## src/rtl/maxnet_controller.sv

```systemverilog
// MaxNet winner-take-all iteration controller.
// Runs each neuron update of an iteration through one shared PLU, one at a time,
// and stops when at most one activation is nonzero or the iteration cap is hit.
//
// state  | meaning
// IDLE   | waiting for start; results from the last run are held
// ISSUE  | one-cycle plu_start for neuron j, weights/activations driven
// WAIT   | operands held stable until plu_done; result clamped into nxt[j]
// CHECK  | count nonzero activations and decide: finish or iterate again
// FINISH | latch winner/max_value/overflow, raise done
module maxnet_controller #(
  parameter logic [31:0] ONE      = 32'h3F800000,
  parameter logic [31:0] EPS      = 32'hBE000000,
  parameter int unsigned MAX_ITER = 32
) (
  input  logic        clk,
  input  logic        rst,
  input  logic        start,
  input  logic [31:0] a1,
  input  logic [31:0] a2,
  input  logic [31:0] a3,
  input  logic [31:0] a4,
  output logic        done,
  output logic [1:0]  winner,
  output logic [31:0] max_value,
  output logic [7:0]  iter_count,
  output logic        overflow,
  output logic        plu_start,
  input  logic        plu_done,
  output logic [31:0] plu_w1,
  output logic [31:0] plu_w2,
  output logic [31:0] plu_w3,
  output logic [31:0] plu_w4,
  output logic [31:0] plu_a1,
  output logic [31:0] plu_a2,
  output logic [31:0] plu_a3,
  output logic [31:0] plu_a4,
  input  logic [31:0] plu_out
);

  typedef enum logic [2:0] {
    S_IDLE   = 3'd0,
    S_ISSUE  = 3'd1,
    S_WAIT   = 3'd2,
    S_CHECK  = 3'd3,
    S_FINISH = 3'd4
  } state_t;

  localparam logic [7:0] ITER_CAP = 8'(MAX_ITER);

  state_t      state;
  state_t      state_nxt;
  logic [31:0] act [4];
  logic [31:0] nxt [4];
  logic [1:0]  j;
  logic [31:0] cap;
  logic [2:0]  nz_count;
  logic [1:0]  best;
  logic        busy;
  logic [31:0] w_drv [4];
  logic [31:0] a_drv [4];

  // ReLU clamp: any negative result, including -0, becomes +0
  assign cap = plu_out[31] ? 32'h0 : plu_out;

  // Nonzero count and argmax; magnitudes compare as unsigned since act is never negative
  always_comb begin
    nz_count = 3'd0;
    best     = 2'd0;
    for (int k = 0; k < 4; k++) begin
      if (act[k][30:0] != 31'h0) nz_count = nz_count + 3'd1;
    end
    for (int k = 1; k < 4; k++) begin
      if (act[k][30:0] > act[best][30:0]) best = 2'(k);
    end
  end

  // State register; reset returns to IDLE at once, which also drops plu_start
  always_ff @(posedge clk or posedge rst) begin
    if (rst) state <= S_IDLE;
    else     state <= state_nxt;
  end

  // Next-state decode
  always_comb begin
    state_nxt = state;
    case (state)
      S_IDLE:   if (start) state_nxt = S_ISSUE;
      S_ISSUE:  state_nxt = S_WAIT;
      S_WAIT:   if (plu_done) state_nxt = (j == 2'd3) ? S_CHECK : S_ISSUE;
      S_CHECK:  state_nxt = (nz_count <= 3'd1 || iter_count == ITER_CAP) ? S_FINISH : S_ISSUE;
      S_FINISH: state_nxt = S_IDLE;
      default:  state_nxt = S_IDLE;
    endcase
  end

  // PLU drive: operands only while a neuron update is in flight, zero otherwise
  always_comb begin
    plu_start = (state == S_ISSUE);
    busy      = (state == S_ISSUE) || (state == S_WAIT);
    for (int k = 0; k < 4; k++) begin
      w_drv[k] = 32'h0;
      a_drv[k] = 32'h0;
      if (busy) begin
        w_drv[k] = (j == 2'(k)) ? ONE : EPS;
        a_drv[k] = act[k];
      end
    end
  end

  assign plu_w1 = w_drv[0];
  assign plu_w2 = w_drv[1];
  assign plu_w3 = w_drv[2];
  assign plu_w4 = w_drv[3];
  assign plu_a1 = a_drv[0];
  assign plu_a2 = a_drv[1];
  assign plu_a3 = a_drv[2];
  assign plu_a4 = a_drv[3];

  // Activation registers, neuron index, iteration counter and result latches
  always_ff @(posedge clk or posedge rst) begin
    if (rst) begin
      for (int k = 0; k < 4; k++) begin
        act[k] <= 32'h0;
        nxt[k] <= 32'h0;
      end
      j          <= 2'd0;
      iter_count <= 8'd0;
      done       <= 1'b0;
      winner     <= 2'd0;
      max_value  <= 32'h0;
      overflow   <= 1'b0;
    end else begin
      case (state)
        S_IDLE: begin
          if (start) begin
            act[0]     <= a1;
            act[1]     <= a2;
            act[2]     <= a3;
            act[3]     <= a4;
            j          <= 2'd0;
            iter_count <= 8'd0;
            done       <= 1'b0;
            overflow   <= 1'b0;
          end
        end
        S_WAIT: begin
          if (plu_done) begin
            nxt[j] <= cap;
            if (j == 2'd3) begin
              // the last capture bypasses nxt so the whole iteration commits together
              act[0]     <= nxt[0];
              act[1]     <= nxt[1];
              act[2]     <= nxt[2];
              act[3]     <= cap;
              iter_count <= iter_count + 8'd1;
              j          <= 2'd0;
            end else begin
              j <= j + 2'd1;
            end
          end
        end
        S_FINISH: begin
          winner    <= best;
          max_value <= act[best];
          overflow  <= (nz_count > 3'd1);
          done      <= 1'b1;
        end
        default: ;
      endcase
    end
  end

endmodule

```

## config.mk

```make
export PLATFORM = sky130hd
export DESIGN_NAME = maxnet_controller
export DESIGN_NICKNAME = d
export VERILOG_FILES = /design/src/rtl/maxnet_controller.sv
export SDC_FILE = /design/constraint.sdc
export NUM_CORES = 1
export LEC_CHECK = 0
export ABC_AREA = 1
export CAP_MARGIN = 30
export CORE_MARGIN = 3
export CORE_UTILIZATION = 51
export CTS_BUF_LIST = sky130_fd_sc_hd__clkbuf_8
export DETAILED_ROUTE_END_ITERATION = 7
export PLACE_DENSITY = 0.83
export SYNTH_ARGS = -nofsm -noshare
export SYNTH_HDL_FRONTEND = slang
export SYNTH_SLANG_ARGS = --single-unit
```

## constraint.sdc

```tcl
create_clock -name clk -period 11.7 [get_ports clk]
set_input_delay 1.755 -clock clk [delete_from_list [all_inputs] [get_ports clk]]
set_output_delay 1.755 -clock clk [all_outputs]
set_load 0.02 [all_outputs]
```

==> results.json <==
{
  "status": "completed",
  "num_vias": 18100,
  "critical_path.most_common_cell": "nand2_1",
  "fp.dieArea_um2": 36900,
  "io_buffer_count": 368,
  "cts_resized": 0,
  "layout_commonest_cell": "nand2_1",
  "syn-mean-instance-area_um2": 7.23,
  "ys_seq_area_share_pct": 38.3,
  "area_growth_pct": 25.1,
  "post-route-drc-count": 0,
  "track_usage_pct": 35.4,
  "crit_start": "act[109]",
  "drt-initial-drc-count": 2052,
  "worstMarginPinSlew_ps": 985,
  "hpwl_um": 52000,
  "synth_edf_count": 0,
  "hold_viol": 0,
  "synth_xor_area_share_pct": 0,
  "wirelength_um": 67300,
  "synth_area_leaders": "dfrtp_1, nand2_1, o21ai_0",
  "r2r-start": "act[109]",
  "layout_common_cells": "nand2_1, clkdlybuf4s50_1, inv_1, o21ai_0, dfrtp_1",
  "post-route-util_pct": 65.4,
  "fin_nets": 2991,
  "synth_compound_area_share_pct": 17.6,
  "cts_tree": "yes",
  "slowest_stage": "inv_1",
  "cap_violations": 0,
  "post_cts_buffers": 0,
  "yosys_register_bits": 270,
  "fin_crit_sh_pct": 72.9,
  "yosys-mux-area-fraction_pct": 0,
  "async_reset_ff_share_pct": 100,
  "wl_per_cell_um": 21.0,
  "fill_cells": 2950,
  "grt_max_degree": 214,
  "die-height_um": 192,
  "synth_cells": 2443,
  "cp_top_family": "simple AND/OR/NAND/NOR gates",
  "core_area_um2": 33800,
  "io_pins": 465,
  "critPathLaunchType": "flop",
  "grt_pass1_wl_um": 99700,
  "numCtsBuffers": 47,
  "antenna_found_initial": 1,
  "synth.distinct_cells": 34,
  "firstDrtPassIters": 6,
  "fmax_mhz": 117,
  "gp_congestion": 1.00,
  "yosys.area.top_type_share_pct": 38.3,
  "path_clk_slew_ps": 60,
  "fp-row-count": 67,
  "ctsRootBufferMaster": "clkbuf_8",
  "clk_latency_ps": 560,
  "grt-ovfl-total": 0,
  "synth_top_family_by_area": "simple AND/OR/NAND/NOR gates",
  "syn_area_um2": 17700,
  "ys.flop_type": "dfrtp_1",
  "critPathCaptureType": "flop",
  "maxSlewHeadroom_pct": 34.3,
  "avgViaCountPerCell": 5.66,
  "antenna_cells": 0,
  "yosys_warnings": 0,
  "synth-adder-area-share_pct": 7.23,
  "critPathBufInv": 8,
  "skew_ps": 17.9,
  "ctsHoldBuffers": 0,
  "ant_nets": 0,
  "required_ps": 12180,
  "synth_simple_gate_area_share_pct": 21.4,
  "fin_tns_setup_ps": 0,
  "cts.sinks": 270,
  "cp_max_fo": 32,
  "hold_start": "max_value[31]",
  "min_period_ps": 8530,
  "setup-violations-final": 0,
  "worstPathArrival_ps": 9010,
  "htree_num_levels": 2,
  "grt_pass1_vias": 17000,
  "cts_max_path_buffers": 3,
  "drv_slew": 0,
  "critical_path_class": "flop to flop",
  "die_w_um": 192,
  "hold_path.class": "flop to flop",
  "initial_core_util_pct": 52.2,
  "synth_area_leader_cell": "dfrtp_1",
  "cpPeakStageDelay_ps": 710,
  "drive_gt1_share_pct": 3.84,
  "rsz0062_at_grt": "no"
}
-- final timing paths --
kind / to / slack (ps) / cells past startpoint
setup / recovery: max_value[19] / 3170 / 36
hold / removal: max_value[31] / 500 / 2
setup reg to reg: max_value[19] / 3170 / 36
hold reg to reg: max_value[31] / 500 / 2
max in group asynchronous: act[53] / 8670 / 3
min in group asynchronous: nxt[98] / 1650 / 2
-- state kept, by name, summed over array words and instances (netlist names) --
register    flops
done            1
winner          2
state           3
nxt            93
act           128
iter_count      8
overflow        1
j               2
max_value      32
-- tightest hold or removal path, cell delays in order (launching register included) --
cell	delay, ps
dfrtp_1	350
nand2_1	60
nand2_1	50
-- area by class of cell --
type	count	area [µm²]	share of cell area, %
Clock buffer	59	812	3.68
Tap cell	448	561	2.54
Multi-Input combinational cell	1670	8550	38.7
Sequential cell	270	6760	30.6
Inverter	347	1320	5.97
Clock inverter	24	179	0.810
Timing Repair Buffer	389	3910	17.7
-- metrics by stage --
step	worst slack (ps)	hold WS [ps]	instances	area (µm²)
after floorplan	2510	504	2538	18000
after global placement	2970	474	3120	21000
after detailed placement	3360	477	3123	21100
after CTS	3360	492	3206	22100
after global routing	2560	533	3207	22100
final	3170	498	3207	22100
-- cells in the mapped netlist, types with 3 or more instances --
| master | count |
|---|---|
| nor4_1 | 16 |
| clkbuf_1 | 90 |
| o21ai_1 | 7 |
| inv_1 | 345 |
| a21o_1 | 5 |
| nand3_1 | 116 |
| o21bai_1 | 11 |
| nand3b_1 | 4 |
| nor2_1 | 271 |
| buf_1 | 16 |
| dfrtp_1 | 270 |
| nand2_1 | 475 |
| o211ai_1 | 125 |
| nor3_1 | 14 |
| ha_1 | 102 |
| nand4_1 | 21 |
| a21oi_1 | 69 |
| buf_2 | 19 |
| o21ai_0 | 324 |
| nand2_2 | 3 |
| buf_4 | 124 |
-- per-layer routing --
| metal | up-vias | track usage [%] | wire (µm) |
|---|---|---|---|
| met1 | 8624 | 51.4 | 27900 |
| li1 | 8258 | - | - |
| met4 | 2 | 9.39 | 1830 |
| met3 | 116 | 8.56 | 7910 |
| met2 | 1140 | 53.1 | 29600 |
| met5 | - | 0 | 17 |
-- cell families (layout without fill, tap and decap cells) --
group	Yosys count	in the layout
flip-flops	270	270
AO/OA/AOI/OAI	545	545
other	1	96
buffers and inverters	598	819
adder cells (fa/ha/maj)	102	102
AND/OR/NAND/NOR	927	927
Power is left out: the tool's default activity adds up to more than one toggle a clock period on the data nets, which glitch-free logic cannot reach.
